File: config.mk
export PLATFORM = sky130hd
export DESIGN_NAME = stopwatch_bcd_flat
export DESIGN_NICKNAME = d
export VERILOG_FILES = /design/src/rtl/stopwatch_bcd_pkg.sv /design/src/rtl/stopwatch_bcd_if.sv /design/src/rtl/stopwatch_bcd_digit_counter.sv /design/src/rtl/stopwatch_bcd.sv /design/src/flat_wrapper.sv
export SDC_FILE = /design/constraint.sdc
export NUM_CORES = 1
export LEC_CHECK = 0
export CORE_MARGIN = 4
export CORE_UTILIZATION = 30
export CTS_CLUSTER_SIZE = 30
export DETAILED_ROUTE_END_ITERATION = 7
export PLACE_DENSITY = 0.46
export SLEW_MARGIN = 20
export SYNTH_ARGS = -nofsm -noshare
export SYNTH_HDL_FRONTEND = slang
export SYNTH_SLANG_ARGS = --single-unit
File: constraint.sdc
create_clock -name clk -period 3.3 [get_ports clk]
set_input_delay 0.33 -clock clk [delete_from_list [all_inputs] [get_ports clk]]
set_output_delay 0.33 -clock clk [all_outputs]
set_load 0.02 [all_outputs]
File: src/rtl/stopwatch_bcd_pkg.sv
// stopwatch_bcd: shared digit limits, BCD field layout and time word type.
// The field positions are also consumed by the seven-segment decoder stage.
package stopwatch_pkg;

  localparam int CS_MAX        = 9;
  localparam int SEC_TENS_MAX  = 5;
  localparam int MIN_TENS_MAX  = 5;
  localparam int HOUR_TENS_MAX = 2;
  localparam int HOUR_WRAP     = 23;

  localparam int CSU_LSB = 0;
  localparam int CST_LSB = 4;
  localparam int SU_LSB  = 8;
  localparam int ST_LSB  = 12;
  localparam int MU_LSB  = 16;
  localparam int MT_LSB  = 20;
  localparam int HU_LSB  = 24;
  localparam int HT_LSB  = 28;

  typedef logic [31:0] time_bcd_t;

endpackage

File: src/rtl/stopwatch_bcd_if.sv
// stopwatch_bcd: control pulses in, packed BCD time and status out.
// master drives the pulses, slave is the stopwatch core.
interface stopwatch_bcd_if;
  import stopwatch_pkg::*;

  logic      start_stop;
  logic      clear;
  logic      lap;
  time_bcd_t time_bcd;
  logic      running;
  logic      lap_active;

  modport master (
    output start_stop, clear, lap,
    input  time_bcd, running, lap_active
  );

  modport slave (
    input  start_stop, clear, lap,
    output time_bcd, running, lap_active
  );
endinterface

File: src/rtl/stopwatch_bcd_digit_counter.sv
// stopwatch_bcd: one BCD digit of the time chain.
// Wraps to 0 at its active limit; carry enables the next digit.
module bcd_digit_counter #(
  parameter logic [3:0] MAX     = 4'd9,
  parameter logic [3:0] OVR_MAX = MAX
) (
  input  logic       clk,
  input  logic       rst,
  input  logic       inc,
  input  logic       clr,
  input  logic       max_override,
  output logic [3:0] digit,
  output logic       carry
);

  logic [3:0] q;
  logic [3:0] lim;

  assign lim   = max_override ? OVR_MAX : MAX;
  assign carry = inc && (q == lim);
  assign digit = q;

  // advance on inc, wrap at the active limit; clr wins
  always_ff @(posedge clk or posedge rst) begin
    if (rst)
      q <= '0;
    else if (clr)
      q <= '0;
    else if (inc)
      q <= (q == lim) ? 4'd0 : q + 4'd1;
  end

  // a digit above its limit means the chain is broken
  always_comb assert (q <= MAX);

endmodule

File: src/rtl/stopwatch_bcd.sv
// stopwatch_bcd: HH:MM:SS.CC stopwatch core with lap freeze.
// Prescaler makes the centisecond tick; output word is registered.
module stopwatch_bcd #(
  parameter int CLK_HZ   = 50_000_000,
  parameter int TICK_DIV = CLK_HZ / 100
) (
  input logic            clk,
  input logic            rst,
  stopwatch_bcd_if.slave sw
);
  import stopwatch_pkg::*;

  localparam int PW = $clog2(TICK_DIV);
  localparam logic [PW-1:0] PRE_LAST = PW'(TICK_DIV - 1);

  logic [PW-1:0] pre;
  logic          tick;
  logic          running_q;
  logic          lap_q;
  time_bcd_t     live;
  time_bcd_t     time_q;
  logic          hour_top;
  logic          c_cs0, c_cs1, c_s0, c_s1;
  logic          c_m0, c_m1, c_h0;
  logic          day_wrap_unused;

  assign tick     = running_q && (pre == PRE_LAST);
  assign hour_top = live[HT_LSB +: 4] == 4'(HOUR_TENS_MAX);

  bcd_digit_counter #(.MAX(4'(CS_MAX))) u_csu (
    .clk(clk), .rst(rst), .inc(tick), .clr(sw.clear),
    .max_override(1'b0),
    .digit(live[CSU_LSB +: 4]), .carry(c_cs0)
  );

  bcd_digit_counter #(.MAX(4'(CS_MAX))) u_cst (
    .clk(clk), .rst(rst), .inc(c_cs0), .clr(sw.clear),
    .max_override(1'b0),
    .digit(live[CST_LSB +: 4]), .carry(c_cs1)
  );

  bcd_digit_counter #(.MAX(4'(CS_MAX))) u_su (
    .clk(clk), .rst(rst), .inc(c_cs1), .clr(sw.clear),
    .max_override(1'b0),
    .digit(live[SU_LSB +: 4]), .carry(c_s0)
  );

  bcd_digit_counter #(.MAX(4'(SEC_TENS_MAX))) u_st (
    .clk(clk), .rst(rst), .inc(c_s0), .clr(sw.clear),
    .max_override(1'b0),
    .digit(live[ST_LSB +: 4]), .carry(c_s1)
  );

  bcd_digit_counter #(.MAX(4'(CS_MAX))) u_mu (
    .clk(clk), .rst(rst), .inc(c_s1), .clr(sw.clear),
    .max_override(1'b0),
    .digit(live[MU_LSB +: 4]), .carry(c_m0)
  );

  bcd_digit_counter #(.MAX(4'(MIN_TENS_MAX))) u_mt (
    .clk(clk), .rst(rst), .inc(c_m0), .clr(sw.clear),
    .max_override(1'b0),
    .digit(live[MT_LSB +: 4]), .carry(c_m1)
  );

  bcd_digit_counter #(
    .MAX(4'(CS_MAX)),
    .OVR_MAX(4'(HOUR_WRAP % 10))
  ) u_hu (
    .clk(clk), .rst(rst), .inc(c_m1), .clr(sw.clear),
    .max_override(hour_top),
    .digit(live[HU_LSB +: 4]), .carry(c_h0)
  );

  bcd_digit_counter #(.MAX(4'(HOUR_TENS_MAX))) u_ht (
    .clk(clk), .rst(rst), .inc(c_h0), .clr(sw.clear),
    .max_override(1'b0),
    .digit(live[HT_LSB +: 4]), .carry(day_wrap_unused)
  );

  // run/lap toggles and prescaler; clear overrides both pulses
  always_ff @(posedge clk or posedge rst) begin
    if (rst) begin
      running_q <= 1'b0;
      lap_q     <= 1'b0;
      pre       <= '0;
    end else if (sw.clear) begin
      running_q <= 1'b0;
      lap_q     <= 1'b0;
      pre       <= '0;
    end else begin
      if (sw.start_stop)
        running_q <= ~running_q;
      if (sw.lap)
        lap_q <= ~lap_q;
      if (tick)
        pre <= '0;
      else if (running_q)
        pre <= pre + PW'(1);
    end
  end

  // output follows live digits except while a lap snapshot is held
  always_ff @(posedge clk or posedge rst) begin
    if (rst)
      time_q <= '0;
    else if (sw.clear)
      time_q <= '0;
    else if (!(lap_q && !sw.lap))
      time_q <= live;
  end

  assign sw.time_bcd   = time_q;
  assign sw.running    = running_q;
  assign sw.lap_active = lap_q;

endmodule

File: src/flat_wrapper.sv
// flat-port wrapper written by rule: the top's interface ports become plain ports
module stopwatch_bcd_flat import stopwatch_pkg::*;
#(
  parameter int CLK_HZ   = 50_000_000,
  parameter int TICK_DIV = CLK_HZ / 100
)
  (clk, rst, sw_start_stop, sw_clear, sw_lap, sw_time_bcd, sw_running, sw_lap_active);
  stopwatch_bcd_if sw_i ();
  input logic clk;
  input logic rst;
  input wire logic [$bits(sw_i.start_stop)-1:0] sw_start_stop;
  input wire logic [$bits(sw_i.clear)-1:0] sw_clear;
  input wire logic [$bits(sw_i.lap)-1:0] sw_lap;
  output wire logic [$bits(sw_i.time_bcd)-1:0] sw_time_bcd;
  output wire logic [$bits(sw_i.running)-1:0] sw_running;
  output wire logic [$bits(sw_i.lap_active)-1:0] sw_lap_active;
  assign sw_i.start_stop = sw_start_stop;
  assign sw_i.clear = sw_clear;
  assign sw_i.lap = sw_lap;
  assign sw_time_bcd = sw_i.time_bcd;
  assign sw_running = sw_i.running;
  assign sw_lap_active = sw_i.lap_active;
  stopwatch_bcd #(.CLK_HZ(CLK_HZ), .TICK_DIV(TICK_DIV)) u_core (.clk(clk), .rst(rst), .sw(sw_i));
endmodule
### After elaboration in Yosys (flattened, before gate mapping)

Index checks and enable logic that the tools add are counted.
Widths: inputs -> output; s select.

| cells by class | value |
|---|---|
| add/subtract/negate cells | 9 |
| multiply operators | 0 |
| div/mod/pow operators | 0 |
| magnitude comparators | 0 |
| equality and inequality tests | 10 |
| shift-type cells | 0 |
| muxes and demuxes | 34 |
| bitwise logic cells | 2 |
| reduce and logical (&&, ||, !) cells | 21 |

Operators with widths:

| kind | number |
|---|---|
| $mux 4 | 25 |
| $mux 32 | 2 |
| $mux 19 | 3 |
| $add 4x1->4 const B | 8 |
| $reduce_bool 2->1 | 10 |
| $add 19x1->19 const B | 1 |
| $eq 19x19->1 const B | 1 |
| $eq 4x4->1 const B | 4 |
| $logic_and 1x1->1 | 9 |
| $eq 4x3->1 const B | 2 |
| $eq 4x2->1 const B | 1 |
| $eq 4x4->1 | 1 |
| $mux 1 | 4 |
| $reduce_bool 3->1 | 1 |
| $ne 2x2->1 const B | 1 |
| $not 1->1 | 2 |
| $logic_not 1->1 | 1 |

| word-level totals | value |
|---|---|
| flip-flop bits (word level) | 85 |
| latch bits | 0 |
| RAM bits | 0 |
| ROM bits | 0 |
| bits of input ports | 5 |
| output and inout port bits | 34 |
| word-level logic and storage cells | 88 |
| memories | 0 |

### Depth between registers and ports, before layout

| depth | value |
|---|---|
| word-level depth | 11 |
| gate-level depth with buffers | 8 |
| mapped depth without buffers | 7 |

### Cells and area by module

A second synthesis with hierarchy kept.

| second synthesis, totals | value |
|---|---|
| cell total of the unflattened synthesis | 483 |
| area, all modules | 4351.7 µm² |

By module, submodules not included:

| module | instances | cells an instance | area each (µm²) |
|---|---|---|---|
| stopwatch_bcd | 1 | 269 | 2408.6 |
| bcd_digit_counter (u_core.u_cst ...) | 4 | 27 | 244.0 |
| bcd_digit_counter (u_core.u_mt ...) | 2 | 26 | 232.7 |
| bcd_digit_counter (u_core.u_hu) | 1 | 29 | 276.5 |
| bcd_digit_counter (u_core.u_ht) | 1 | 25 | 225.2 |

### Least setup slack after synthesis

OpenSTA, ideal clock, no wires.

| timing | value |
|---|---|
| path type | register to register |
| from | reg u_core.pre[7] |
| to | reg u_core.u_ht.q[3] (netlist: u_core.u_ht.digit[3]) |
| arrival time | 2.540 ns |
| required time | 3.222 ns |
| setup slack | 0.682 ns |
| cell stages (with the launch flop) | 7 |
| cell sequence | dfrtp_1 > or4b_4 > or4_1 > buf_2 > or4_4 > or3_1 > a21oi_1 |

| on the way | value |
|---|---|
| word-level cells in the longest chain between the ends | 10 |

Ends and longest elaborated chain:

| item | line | RTL |
|---|---|---|
| start: declaration | stopwatch_bcd.sv:16 | `logic [PW-1:0] pre;` |
| start signal: assignment | stopwatch_bcd.sv:99 | `pre <= pre + PW'(1);` |
| $eq 19x19->1 | stopwatch_bcd.sv:27 | `assign tick = running_q && (pre == PRE_LAST);` |
| $logic_and 1x1->1 | stopwatch_bcd.sv:27 |  |
| $logic_and 1x1->1 (7 in series) | stopwatch_bcd_digit_counter.sv:20 | `assign carry = inc && (q == lim);` |
| $reduce_bool 2->1 (no line) | -- |  |
| end signal: assignment | stopwatch_bcd_digit_counter.sv:30 | `q <= (q == lim) ? 4'd0 : q + 4'd1;` |
| end: declaration | stopwatch_bcd_digit_counter.sv:16 | `logic [3:0] q;` |

Every way passes these cells.
A chain may end at the register's enable or synchronous reset.

### Worst setup path after layout

Ends and elaborated chain as after synthesis.

==> results.json <==
{
  "result_of_the_run": "finished clean",
  "layout.core_utilization": 0.367,
  "finalSetupViolCount": 0,
  "dr.pass1.iters": 5,
  "timing.final.hold_violations": 0,
  "cells_along_the_critical_path": "or4b_4, or4_1, or4_4, or3_1, a21oi_1",
  "place_congestion": 0.735,
  "worstSetupPathType": "reg2reg",
  "max_stage_delay_ns": 0.67,
  "synth-seq-cells": 85,
  "capturing_element_type_of_the_critical_path": "register",
  "met1_length_mm": 4.59,
  "fp.dieW_um": 128,
  "grt_pass1_wl_mm": 16.8,
  "maxCapViolations": 0,
  "drt-total-wl_mm": 9.69,
  "net_total_in_the_final_layout": 524,
  "tritoncts": "done",
  "design.die.area_um2": 16400,
  "drive_gt1_frac": 0.0850,
  "max-vdd-ir-drop_mv": 0.221,
  "grt_setup_unrepaired": "false",
  "netlist-cell-type-count": 42,
  "cp.buffers_inverters": 0,
  "post_drt_wl_per_cell_um": 14.1,
  "htree_num_levels": 3,
  "cts_made_buffers": 9,
  "fp-row-count": 43,
  "finalSetupTns_ns": 0,
  "synth_edf_count": 0,
  "track_usage": 0.127,
  "diodes": 0,
  "final_period_minus_worst_setup_slack_ns": 2.78,
  "drc": 0,
  "synth_flop_cell": "sky130_fd_sc_hd__dfrtp_1",
  "dp.final_hpwl_mm": 6.55,
  "met3_wirelength_um": 363,
  "hold_class": "in2reg",
  "mappedNetlistNets": 491,
  "dieHeight_um": 128,
  "synth_area_um2": 4320,
  "met2RoutedLength_mm": 4.61,
  "vias_per_cell": 4.84,
  "worst_ep_required_time_ns": 3.56,
  "post-place-ws_ns": 0.542,
  "growth_of_design_area_from_synthesis_to_finish_pct": 18.9,
  "synth.cells.most_frequent": "92 x sky130_fd_sc_hd__nand2_1, 85 x sky130_fd_sc_hd__dfrtp_1, 53 x sky130_fd_sc_hd__a21oi_1, 50 x sky130_fd_sc_hd__nor2_1, 17 x sky130_fd_sc_hd__clkbuf_1",
  "synth.yosys.seq_area_share": 0.493,
  "synthesized_instance_count": 470,
  "largest_delay_contributor_family_on_the_critical_path": "simple AND/OR/NAND/NOR gates",
  "timing.critical_path.fanout_max": 7,
  "pwr_dens_nw_per_um2": 402,
  "final.period_utilization": 0.841,
  "highest_routed_layer": "met4",
  "cts_hold_repair.buffers": 0,
  "clock_skew_ns": 0.00565,
  "top_level_ports": 39,
  "synth_top_area_cell": "sky130_fd_sc_hd__dfrtp_1",
  "io_buffer_count": 38,
  "cp_slowest_cell": "sky130_fd_sc_hd__or4_1",
  "syn_avg_cell_area_um2": 9.18,
  "starting_drc_count_in_detailed_routing": 157,
  "synthTopCellsByArea": "sky130_fd_sc_hd__dfrtp_1 49%, sky130_fd_sc_hd__nand2_1 8.0%, sky130_fd_sc_hd__a21oi_1 6.1%",
  "post_cts_buffers": 0,
  "route.vias.total": 3321,
  "critical_path_arrival_ns": 3.03,
  "clockBufferDepth": 2,
  "grt_antenna_before_repair": 0,
  "finalWorstSetupSlack_ns": 0.523,
  "gr-total-overflow": 0,
  "clk_lat_worst_skew_ns": 0.34,
  "grt_start_max_net_pins": 62,
  "tightestPinTransition_ns": 0.760,
  "asyncSetResetFlopFracSynth": 1.00,
  "start_util": 0.309,
  "synth_top_area_share": 0.493,
  "root_buffer": "sky130_fd_sc_hd__clkbuf_16",
  "synth_most_common_cell": "sky130_fd_sc_hd__nand2_1",
  "leakagePower_nw": 2.10,
  "antenna_left": 0,
  "clock_sink_count": 85,
  "final_max_slew_viol_count": 0,
  "worst_setup_hold_path_clk_slew_ns": 0.06,
  "final_hold_slack_ns": 0.342,
  "synth_warn": 0,
  "core_area_um2": 14000,
  "grt_pass1_vias": 3438,
  "max_slew_headroom": 0.492,
  "maxClockFrequency_mhz": 360,
  "postCtsResizedCells": 0,
  "setup.worst_path.start_class": "register"
}
==> flip-flops by register name (all words and copies together), names as in the netlist <==
name / cells
u_core.pre: 19
u_core.sw.lap_active: 1
u_core.sw.running: 1
u_core.sw.time_bcd: 32
u_core.u_cst.digit: 4
u_core.u_csu.digit: 4
u_core.u_ht.digit: 4
u_core.u_hu.digit: 4
u_core.u_mt.digit: 4
u_core.u_mu.digit: 4
u_core.u_st.digit: 4
u_core.u_su.digit: 4
==> stage by stage <==
| step | total power [mW] | instance area, um2 | cells |
|---|---|---|---|
| after global routing | 2.17 | 5130 | 686 |
| final | 2.07 | 5130 | 686 |
| after CTS | 2.11 | 5130 | 686 |
| after floorplan | 1.13 | 4320 | 470 |
| after global placement | 1.16 | 4870 | 672 |
| after detailed placement | 1.16 | 4870 | 672 |
==> cell type report <==
cell class                 instances  area (um2)
clock buffer                      12         256
inverter                          12        46.3
multi-input combinational        349        2020
sequential                        85        2130
timing repair buffer              46         448
tap                              180         225
clock inverter                     2        10.0
fill                            1433        8860
==> power breakdown <==
part           leakage [nW]  internal (mW)  switching (mW)
combinational         0.780         0.0225          0.0651
sequential             1.19           1.05         0.00472
clock                 0.134          0.540           0.387
==> cell usage in the layout, fill, tap and decap left out, types with 12 or more instances in the layout <==
cell / instances
sky130_fd_sc_hd__nand3_1: 14
sky130_fd_sc_hd__clkdlybuf4s50_1: 37
sky130_fd_sc_hd__nand4_1: 12
sky130_fd_sc_hd__ha_1: 16
sky130_fd_sc_hd__o21ai_0: 12
sky130_fd_sc_hd__nor2_1: 50
sky130_fd_sc_hd__a21oi_1: 53
sky130_fd_sc_hd__dfrtp_1: 85
sky130_fd_sc_hd__nand2_1: 92
sky130_fd_sc_hd__xnor2_1: 14
==> path summary, 6_finish.rpt <==
path	endpoint	slack [ns]	cells after the start	startpoint
min	u_core.sw.running$_DFFE_PP0P_	0.34	2	sw_clear
max in group asynchronous	u_core.pre[14]$_DFFE_PP0P_	2.19	3	rst
min in group asynchronous	u_core.pre[3]$_DFFE_PP0P_	0.43	2	rst
max	u_core.u_ht.digit[3]$_DFFE_PP0P_	0.52	5	u_core.pre[7]$_DFFE_PP0P_
min reg2reg	u_core.sw.time_bcd[23]$_DFFE_PP0P_	0.52	2	u_core.sw.time_bcd[23]$_DFFE_PP0P_
max reg2reg	u_core.u_ht.digit[3]$_DFFE_PP0P_	0.52	5	u_core.pre[7]$_DFFE_PP0P_
==> cell families (layout without fill, tap and decap cells) <==
group           after synthesis  in the layout  synth area share
compound gates               70             70            0.0855
simple gates                231            231             0.267
flops                        85             85             0.493
xor+xnor                     21             21            0.0426
buf+inv                      36             72            0.0400
fa+ha+maj                    16             16            0.0464
mux                          11             11            0.0255
==> metal layers <==
layer  track usage  vias up
li1              -     1659
met5             0        -
met3        0.0417        8
met2         0.217       51
met4        0.0312        0
met1         0.157     1603
No activity file was read; power rests on OpenSTA's default activity.
